### config.mk
export PLATFORM = sky130hd
export DESIGN_NAME = paula_audio_mixer_seq
export DESIGN_NICKNAME = d
export VERILOG_FILES = /design/src/rtl/paula_audio_mixer_seq.sv
export SDC_FILE = /design/constraint.sdc
export NUM_CORES = 1
export LEC_CHECK = 0
export ABC_AREA = 1
export CAP_MARGIN = 20
export CORE_MARGIN = 2
export CORE_UTILIZATION = 55
export DETAILED_ROUTE_END_ITERATION = 16
export GPL_TIMING_DRIVEN = 0
export PLACE_DENSITY = 0.77
export SLEW_MARGIN = 30
export SYNTH_ARGS = -nofsm -noshare
export SYNTH_HDL_FRONTEND = slang
export SYNTH_SLANG_ARGS = --single-unit
### constraint.sdc
create_clock -name clk -period 8.5 [get_ports clk]
set_input_delay 0.85 -clock clk [delete_from_list [all_inputs] [get_ports clk]]
set_output_delay 0.85 -clock clk [all_outputs]
set_load 0.03 [all_outputs]
### src/rtl/paula_audio_mixer_seq.sv
// Time-multiplexed Paula stereo mixer: one shared multiplier scales each channel by its
// volume, pan mask routes it left/right, frame result is saturated with optional mono fold.
//
// state  | meaning
// S_LOAD | snapshot inputs, clear accumulators, idx = 0
// S_MAC  | multiply-accumulate channel idx into left or right
// S_OUT  | saturate and register outputs, pulse sum_valid
module paula_audio_mixer_seq #(
    parameter int                      CHANNELS  = 4,
    parameter int                      SAMPLE_W  = 8,
    parameter int                      VOL_W     = 7,
    parameter int                      OUT_W     = 16,
    parameter logic [CHANNELS-1:0]     LEFT_MASK = 4'b0110
) (
    input  logic                         clk,
    input  logic                         reset_n,
    input  logic                         clk7_en,
    input  logic [CHANNELS*SAMPLE_W-1:0] sample,
    input  logic [CHANNELS*VOL_W-1:0]    vol,
    input  logic                         mono,
    output logic [OUT_W-1:0]             ldatasum,
    output logic [OUT_W-1:0]             rdatasum,
    output logic                         sum_valid
);
    localparam int PW    = SAMPLE_W + VOL_W;
    localparam int PW1   = PW + 1;
    localparam int ACC_W = PW + $clog2(CHANNELS) + 1;
    localparam int AW1   = ACC_W + 1;
    localparam int SW    = (OUT_W > AW1) ? OUT_W : AW1;
    localparam int IDX_W = (CHANNELS > 1) ? $clog2(CHANNELS) : 1;

    localparam logic [1:0] S_LOAD = 2'd0;
    localparam logic [1:0] S_MAC  = 2'd1;
    localparam logic [1:0] S_OUT  = 2'd2;

    localparam logic [IDX_W-1:0]     IDX_LAST = IDX_W'(CHANNELS - 1);
    localparam logic [VOL_W-1:0]     VOL_MAX  = {1'b1, {(VOL_W-1){1'b0}}};
    localparam logic signed [SW-1:0] SAT_MAX  = SW'((64'sd1 <<< (OUT_W - 1)) - 64'sd1);
    localparam logic signed [SW-1:0] SAT_MIN  = SW'(-(64'sd1 <<< (OUT_W - 1)));

    logic [1:0]                   state;
    logic [IDX_W-1:0]             idx;
    logic [CHANNELS*SAMPLE_W-1:0] snap_sample;
    logic [CHANNELS*VOL_W-1:0]    snap_vol;
    logic                         snap_mono;
    logic signed [ACC_W-1:0]      acc_l;
    logic signed [ACC_W-1:0]      acc_r;

    logic [SAMPLE_W-1:0]          cur_sample;
    logic [VOL_W-1:0]             cur_vol;
    logic [VOL_W-1:0]             veff;
    logic signed [PW:0]           mul_a;
    logic signed [PW:0]           mul_b;
    logic signed [PW:0]           prod_full;
    logic signed [PW-1:0]         prod;
    logic signed [ACC_W-1:0]      prod_ext;
    logic signed [AW1-1:0]        mono_sum;
    logic signed [AW1-1:0]        mono_half;

    function automatic logic [OUT_W-1:0] sat(input logic signed [SW-1:0] x);
        if (x > SAT_MAX)
            return SAT_MAX[OUT_W-1:0];
        else if (x < SAT_MIN)
            return SAT_MIN[OUT_W-1:0];
        else
            return x[OUT_W-1:0];
    endfunction

    always_comb begin
        cur_sample = snap_sample[idx*SAMPLE_W +: SAMPLE_W];
        cur_vol    = snap_vol[idx*VOL_W +: VOL_W];
        veff       = cur_vol[VOL_W-1] ? VOL_MAX : {1'b0, cur_vol[VOL_W-2:0]};
        // Volume is unsigned; zero-extend it before the signed multiply.
        mul_a      = PW1'($signed(cur_sample));
        mul_b      = PW1'($signed({1'b0, veff}));
        prod_full  = mul_a * mul_b;
        prod       = prod_full[PW-1:0];
        prod_ext   = ACC_W'(prod);
        mono_sum   = AW1'(acc_l) + AW1'(acc_r);
        mono_half  = mono_sum >>> 1;
    end

    always_ff @(posedge clk or negedge reset_n) begin
        if (!reset_n) begin
            state       <= S_LOAD;
            idx         <= '0;
            snap_sample <= '0;
            snap_vol    <= '0;
            snap_mono   <= 1'b0;
            acc_l       <= '0;
            acc_r       <= '0;
            ldatasum    <= '0;
            rdatasum    <= '0;
            sum_valid   <= 1'b0;
        end else begin
            // The valid pulse lasts one clk even when clk7_en is low on the next edge.
            sum_valid <= 1'b0;
            if (clk7_en) begin
                case (state)
                    S_LOAD: begin
                        snap_sample <= sample;
                        snap_vol    <= vol;
                        snap_mono   <= mono;
                        acc_l       <= '0;
                        acc_r       <= '0;
                        idx         <= '0;
                        state       <= S_MAC;
                    end
                    S_MAC: begin
                        if (LEFT_MASK[idx])
                            acc_l <= acc_l + prod_ext;
                        else
                            acc_r <= acc_r + prod_ext;
                        if (idx == IDX_LAST)
                            state <= S_OUT;
                        else
                            idx <= idx + IDX_W'(1);
                    end
                    S_OUT: begin
                        if (snap_mono) begin
                            ldatasum <= sat(SW'(mono_half));
                            rdatasum <= sat(SW'(mono_half));
                        end else begin
                            ldatasum <= sat(SW'(acc_l));
                            rdatasum <= sat(SW'(acc_r));
                        end
                        sum_valid <= 1'b1;
                        state     <= S_LOAD;
                    end
                    default: state <= S_LOAD;
                endcase
            end
        end
    end
endmodule

==> results.cfg, run 1 <==
[cts]
cts_hold_buffers = 0
cts_buffers = 17
h-tree-depth = 4
clock_latency_ns = 0.43
path_clk_slew_ns = 0.07
cts.repair.resized = 0
clock-sinks = 134
post_cts_buffers = 0
cts_tree = yes
clockBufferDepth = 2
root_buffer = clkbuf_16

[die]
start_util_pct = 56.1
core_area_um2 = 19500
rows = 51
die_h_um = 145
die-area_um2 = 21000
die_x_um = 145
num_io_pins = 97

[timing]
final_hold_viol_count = 0
holdWs_ns = 0.339
finalClockSkew_ns = 0.0171
drv_slew = 0
min_period_over_period_pct = 90.8
setup_viol = 0
max_slew_margin_pct = 49.5
layout_min_cycle_time_ns = 7.72
worstMarginPinSlew_ns = 0.755
tns_ns = 0
fmax_mhz = 130
grt_setup_unrepaired = no

[worst_setup_path]
worst-r2r-cell-count = 33
cp-end-kind = register
crit_slowest_cell = fa_1
arrival_ns = 8.01
cp_num_buf_inv = 6
r2r-start = idx[1]
reg2reg_slack_ns = 0.78
startpoint = idx[1]
crit_type = register to register
required_ns = 8.79
worstReg2RegEnd = acc_r[14]
cp_max_fo = 10
endpoint = acc_r[14]
path_common_cell = nand2_1
cp.depth = 33
path_delay_family = adder cells
crit_path_max_incr_delay_ns = 0.54
critPathLaunchType = register

[synth]
ys_ff_latch = 134
synth_edf_count = 0
syn-cell-area_um2 = 10900
synth-main-ff-cell = dfrtp_1
avgSynthCellArea_um2 = 7.85
syn_inst = 1390
synth.distinct_cells = 46
yosys_warnings = 0
ys_seq_area_share_pct = 30.7
synth.net_count = 1585
async_reset_ff_share_pct = 100

[finish]
fin_util_pct = 66.1
syn_to_final_growth_pct = 18.0
regArea_um2 = 3350
drive_gt1_share_pct = 9.41
fillCellCount = 1690
nets = 1701
diodes = 0
multi_input_area_um2 = 6590

[global_routing]
gr-total-overflow = 0
grt_pass1_wl_um = 47900
grt_max_degree = 72
grt_antenna_before_repair = 0
grt_usage_pct = 29.3
grt_pass1_vias = 9734

[drt]
dr.pass1.iters = 7
drt_iter0_markers = 795
vias = 9816
drc = 0
via_per_inst = 5.50
routed_wl_um = 29400
ant_nets = 0
routedWlPerCell_um = 16.5

[run]
drv_cap = 0

[worst_hold_path]
hold_class = input port to asynchronous set/reset pin

[placed_design]
hpwl_um = 23400
portBuffers = 96
place_congestion = 0.911

[run_status]
status = complete, no violations
-- final cells by class --
type | instances | area share (%)
Tap cell | 265 | 2.58
Timing Repair Buffer | 97 | 7.72
Multi-Input combinational cell | 1010 | 51.2
Inverter | 214 | 6.24
Sequential cell | 134 | 26.1
Clock inverter | 15 | 1.64
Buffer | 32 | 1.24
Clock buffer | 17 | 3.31
-- cell usage after synthesis (2+ instances only) --
library cell  number  area share [%]
inv_2              5            0.17
o21bai_1           6            0.41
nor2_2             3            0.17
a31oi_1            5            0.29
o31ai_1           11            0.76
o21ai_1            7            0.32
a21oi_1          153             7.0
or2_2              9            0.52
buf_2              7            0.32
o22ai_1           12            0.69
nand4_1            3            0.17
a32oi_1            4            0.32
dfrtp_1          134              31
nand2_2           12            0.69
mux2_2            58             6.0
o21ai_0           73             3.3
nor3_1            10            0.46
xor2_1            21             1.7
a21o_1             5            0.34
clkbuf_1          22            0.76
nor2_1           171             5.9
nand2_1          245             8.4
inv_1            208             7.2
nand3_1           35             1.6
a32o_1             5            0.46
a21boi_0           2            0.14
buf_6              2            0.21
ha_1              84             9.6
xnor2_1           10            0.80
nand3_2            6            0.55
fa_1              47             8.6
-- routing by layer --
| layer | routed length (µm) | part of all wire, % | global-route usage [%] | vias to the layer above |
|---|---|---|---|---|
| met1 | 12900 | 44 | 38.0 | 4655 |
| met4 | 943 | 3.2 | 10.6 | 0 |
| li1 | - | - | - | 4768 |
| met2 | 14300 | 49 | 50.3 | 336 |
| met3 | 1320 | 4.5 | 3.92 | 57 |
| met5 | 0 | 0 | 0 | - |
-- cell families after synthesis --
kind of cell / share of synthesized area (%)
xor+xnor: 2.49
simple gates: 19.1
flops: 30.7
buf+inv: 8.83
fa+ha+maj: 18.3
mux: 5.99
compound gates: 14.6
-- worst min-delay path by stage --
stage                    start         endpoint  slack (ns)  cells after the start
6_report               reset_n     ldatasum[12]        0.34                      1
5_1_grt                reset_n     ldatasum[12]        0.39                      1
2_1_floorplan   snap_sample[5]   snap_sample[5]        0.47                      1
3_3_place_gp   snap_sample[13]  snap_sample[13]        0.48                      1
3_5_place_dp   snap_sample[30]  snap_sample[30]        0.49                      1
4_1_cts                reset_n     ldatasum[12]        0.37                      1
-- cells in the final DEF (no fill, tap or decap), types with 7 or more instances in the layout --
cell	synthesis	routed
xnor2_1	10	10
clkbuf_1	22	22
nand2_2	12	12
mux2_2	58	58
a21oi_1	153	153
clkdlybuf4s50_1	0	95
buf_2	7	7
nand2_1	245	245
o21ai_1	7	7
o21ai_0	73	73
nand3_1	35	35
o31ai_1	11	11
dfrtp_1	134	134
nor2_1	171	171
ha_1	84	84
or2_2	9	9
clkbuf_16	0	17
xor2_1	21	21
o22ai_1	12	12
inv_1	208	208
nor3_1	10	10
fa_1	47	47
-- worst reg2reg max path: cells and delay by family, from the launching register on --
| family | cells | cell delay, ns |
|---|---|---|
| XOR/XNOR | 1 | 0.13 |
| AO/OA/AOI/OAI | 10 | 1.97 |
| buffers and inverters | 6 | 0.89 |
| flip-flops | 1 | 0.49 |
| adder cells (fa/ha/maj) | 6 | 2.55 |
| AND/OR/NAND/NOR | 10 | 1.58 |
-- flip-flops by register name (all words and copies together), names as in the netlist --
signal,count
acc_l,18
acc_r,18
idx,2
ldatasum,16
rdatasum,16
snap_mono,1
snap_sample,32
snap_vol,28
state,2
sum_valid,1
-- per-stage QoR --
step	instances	setup slack, ns	cell area (µm²)
floorplan	1390	2.39	10900
global placement	1751	1.00	12200
detailed placement	1752	0.944	12200
CTS	1784	0.907	12900
global route	1784	0.282	12900
finish	1784	0.782	12900
Power of run 1 is left out: the tool's default activity adds up to more than one toggle a clock period on the data nets, which glitch-free logic cannot reach.
==> run 2: changes to the inputs <==
--- a/config.mk
+++ b/config.mk
@@ -12,6 +12,7 @@
 export DETAILED_ROUTE_END_ITERATION = 16
 export GPL_TIMING_DRIVEN = 0
 export PLACE_DENSITY = 0.77
+export REMOVE_ABC_BUFFERS = 1
 export SLEW_MARGIN = 30
 export SYNTH_ARGS = -nofsm -noshare
 export SYNTH_HDL_FRONTEND = slang
==> run 2 against run 1 <==
Net effect:
- die area unchanged
- final cell count down 1.4%
- sequential share of layout area up 0.27 points
- worst hold slack worse by 0.0064 ns
==> results.cfg, run 2 (synthesis results as in run 1) <==
[timing]
holdWs_ns = 0.332
setup_viol = 0
final_hold_viol_count = 0
max_slew_margin_pct = 33.3
tns_ns = 0
min_period_over_period_pct = 93.1
drv_slew = 0
layout_min_cycle_time_ns = 7.91
finalClockSkew_ns = 0.00899
fmax_mhz = 126
worstMarginPinSlew_ns = 0.994
grt_setup_unrepaired = no

[worst_setup_path]
r2r-start = idx[0]
path_common_cell = nand2_1
crit_type = register to register
crit_path_max_incr_delay_ns = 0.65
reg2reg_slack_ns = 0.59
cp-end-kind = register
worst-r2r-cell-count = 34
required_ns = 8.80
cp_max_fo = 31
critPathLaunchType = register
worstReg2RegEnd = acc_r[14]
crit_slowest_cell = dfrtp_4
arrival_ns = 8.21

[finish]
nets = 1676
layout_commonest_cell = nand2_1
top_register = snap_sample
regArea_um2 = 3360
drive_gt1_share_pct = 9.77
multi_input_area_um2 = 6610
diodes = 0
final_cell_area_um2 = 12800
fillCellCount = 1635
largest_reg_flops = 32
final_cell_mix = nand2_1, inv_1, nor2_1
syn_to_final_growth_pct = 16.9
reg.largest.list = snap_sample: 32 flops, snap_vol: 28 flops

[drt]
dr.pass1.iters = 5
drc = 0
drt_iter0_markers = 710
vias = 9751
routedWlPerCell_um = 16.0
ant_nets = 0
via_per_inst = 5.54
routed_wl_um = 28100

[global_routing]
grt_antenna_before_repair = 0
grt_pass1_wl_um = 46200
grt_usage_pct = 28.2
grt_max_degree = 85
grt_pass1_vias = 9360
gr-total-overflow = 0

[die]
num_io_pins = 97
die_h_um = 145
rows = 51
core_area_um2 = 19500
start_util_pct = 56.1
die_x_um = 145
die-area_um2 = 21000

[cts]
cts_tree = yes
cts_buffers = 17
clock-sinks = 134
root_buffer = clkbuf_16
h-tree-depth = 4
clock_latency_ns = 0.43
clockBufferDepth = 2
path_clk_slew_ns = 0.06

[worst_hold_path]
hold_class = input port to asynchronous set/reset pin

[placed_design]
placed_cell_area_um2 = 12100
place_congestion = 0.908
hpwl_um = 21400
portBuffers = 96

[run_status]
status = complete, no violations

[run]
drv_cap = 0
==> run 2: cell count changes in the layout (fill, tap and decap cells not counted), moves of 3 or more <==
| cell | previous run | this run |
|---|---|---|
| clkinvlp_4 | 0 | 5 |
| inv_8 | 5 | 1 |
| buf_4 | 0 | 3 |
| buf_2 | 7 | 0 |
| clkbuf_1 | 22 | 0 |
==> run 2: layer usage <==
layer  routed length, µm  global-route usage (%)
met1               13100                    40.5
met2               12700                    43.2
met4                 580                    8.89
met5                   0                       0
met3                1740                    5.30
==> run 2: stage by stage <==
stage	setup slack (ns)	util [%]	std cells
final	0.588	65.5	1759
after global routing	0.0876	65.5	1759
after CTS	0.357	65.4	1756
after detailed placement	-0.145	62.4	1723
after global placement	-0.0961	61.9	1719
after floorplan	1.67	-	1358
==> run 2: area by class of cell <==
class	count	area share, %
multi-input combinational	1010	51.9
sequential	134	26.3
timing repair buffer	103	8.30
inverter	214	6.33
clock buffer	18	3.44
tap	265	2.60
clock inverter	14	1.11
timing repair inverter	1	0.0392
==> run 2: how the worst max path moves through the flow <==
stage,from,endpoint,slack (ns)
final,idx[0],acc_r[14],0.59
after global routing,idx[0],acc_r[14],0.09
after CTS,idx[0],acc_r[14],0.36
after detailed placement,idx[0],acc_r[14],-0.14
after global placement,idx[0],acc_r[14],-0.1
after floorplan,idx[0],acc_r[14],1.67
==> run 2: critical path: cells and delay by family, from the launching register on <==
kind,cells,cell delay [ns]
buffers and inverters,7,0.99
AO/OA/AOI/OAI,9,1.67
XOR/XNOR,1,0.14
adder cells (fa/ha/maj),6,2.60
flip-flops,1,0.65
AND/OR/NAND/NOR,11,1.70
==> run 2: what timing repair did <==
item,in CTS,in global routing
resized for setup,2,1
gates cloned,1,0
endpoints found under the hold margin,0,0
setup endpoints to repair,4,9
hold buffers,0,0
buffers inserted,0,3
Power of run 2 is left out for the same reason.
==> run 3: changes to the inputs <==
==> constraint.sdc (replaced) <==
create_clock -name clk -period 8.6 [get_ports clk]
set_input_delay 0.86 -clock clk [delete_from_list [all_inputs] [get_ports clk]]
set_output_delay 0.86 -clock clk [all_outputs]
set_load 0.03 [all_outputs]
==> run 3 against run 2 <==
Net effect:
- die area unchanged
- clock skew about the same
- core utilization about the same
- critical endpoint unchanged
- flip-flop and latch count unchanged
- final cell count unchanged
- maximum frequency down 1.7%
- sequential share of layout area about the same
- critical path depth unchanged
- worst hold slack better by 0.013 ns
==> results.cfg, run 3 (synthesis results as in run 1) <==
[worst_setup_path]
crit_slowest_cell = dfrtp_2
worstReg2RegEnd = acc_r[14]
crit_path_max_incr_delay_ns = 0.75
arrival_ns = 8.35
cp-end-kind = register
crit_type = register to register
required_ns = 8.90
cp_num_buf_inv = 7
critPathLaunchType = register
path_common_cell = nand2_1
worst-r2r-cell-count = 34
reg2reg_slack_ns = 0.55
r2r-start = idx[0]
path_delay_family = adder cells
cp_max_fo = 31

[die]
die_x_um = 145
rows = 51
start_util_pct = 56.1
die-area_um2 = 21000
die_h_um = 145
num_io_pins = 97
core_area_um2 = 19500

[finish]
stdcell_count = 1759
nets = 1676
drive_gt1_share_pct = 9.77
diodes = 0
reg.largest.list = snap_sample: 32 flops, snap_vol: 28 flops
top_register = snap_sample
layout_commonest_cell = nand2_1
largest_reg_flops = 32
syn_to_final_growth_pct = 16.9
final_cell_mix = nand2_1, inv_1, nor2_1

[global_routing]
grt_pass1_vias = 9360
grt_max_degree = 85
grt_pass1_wl_um = 46200
gr-total-overflow = 0
grt_usage_pct = 28.2
grt_antenna_before_repair = 0

[timing]
finalWorstSetupSlack_ns = 0.550
layout_min_cycle_time_ns = 8.05
grt_setup_unrepaired = no
setup_viol = 0
finalClockSkew_ns = 0.00919
fmax_mhz = 124
worstMarginPinSlew_ns = 0.957
max_slew_margin_pct = 35.7
holdWs_ns = 0.346
min_period_over_period_pct = 93.6
drv_slew = 0
final_hold_viol_count = 0

[cts]
h-tree-depth = 4
clock-sinks = 134
cts_tree = yes
root_buffer = clkbuf_16
clockBufferDepth = 2
path_clk_slew_ns = 0.06
cts_hold_buffers = 0
clock_latency_ns = 0.43
cts_buffers = 17

[drt]
ant_nets = 0
via_per_inst = 5.53
drc = 0
dr.pass1.iters = 5
routedWlPerCell_um = 16.0
drt_iter0_markers = 712
vias = 9728
routed_wl_um = 28100

[worst_hold_path]
hold_class = input port to asynchronous set/reset pin

[run_status]
status = complete, no violations

[placed_design]
place_ws_ns = -0.0447
place_congestion = 0.908
hpwl_um = 21400
placed_cells = 1723
portBuffers = 96

[run]
drv_cap = 0
==> run 3: cell counts in the layout (fill, tap and decap cells not counted) <==
Identical to the previous run, type by type.
==> run 3: worst reg2reg max path: cells and delay by family (launching register included) <==
family                   cells  cell delay (ns)
AND/OR/NAND/NOR             11             1.71
flip-flops                   1             0.75
adder cells (fa/ha/maj)      6             2.60
buffers and inverters        7             1.05
XOR/XNOR                     1             0.14
AO/OA/AOI/OAI                9             1.67
==> run 3: layer usage <==
metal	wire [µm]	share of wire (%)	track usage (%)
met5	0	0	0
met4	570	2.0	8.89
met3	1690	6.0	5.30
met2	12700	45	43.2
met1	13100	47	40.5
==> run 3: how the worst max path moves through the flow <==
| stage | startpoint | endpoint | slack [ns] | cells after the start |
|---|---|---|---|---|
| floorplan | idx[0] | acc_r[14] | 1.77 | 33 |
| global placement | idx[0] | acc_r[14] | 0.004 | 33 |
| detailed placement | idx[0] | acc_r[14] | -0.04 | 33 |
| CTS | idx[0] | acc_r[14] | 0.46 | 33 |
| global route | idx[0] | acc_r[14] | 0.02 | 34 |
| finish | idx[0] | acc_r[14] | 0.55 | 34 |
==> run 3: stage by stage <==
step           utilization [%]  TNS (ns)  instance area [µm²]
2_1_floorplan                -         0                10700
6_report                  65.5         0                12800
3_5_place_dp              62.4   -0.0447                12100
4_1_cts                   65.4         0                12700
5_1_grt                   65.5         0                12800
3_3_place_gp              61.9         0                12000
==> run 3: final cells by class <==
type                    instances  area, µm²
repair buffers                103       1060
multi-input cells            1010       6610
repair inverters                1       5.00
inverters                     214        807
clock inverters                14        141
clock buffers                  18        439
well taps                     265        332
fillers                      1636       6710
flip-flops and latches        134       3350
==> run 3: repair_timing <==
item,4_1_cts,5_1_grt
gates cloned,1,0
endpoints found under the setup margin,2,6
pin swaps,0,0
setup buffers,0,3
gates resized for setup,2,0
Power of run 3 is left out for the same reason.
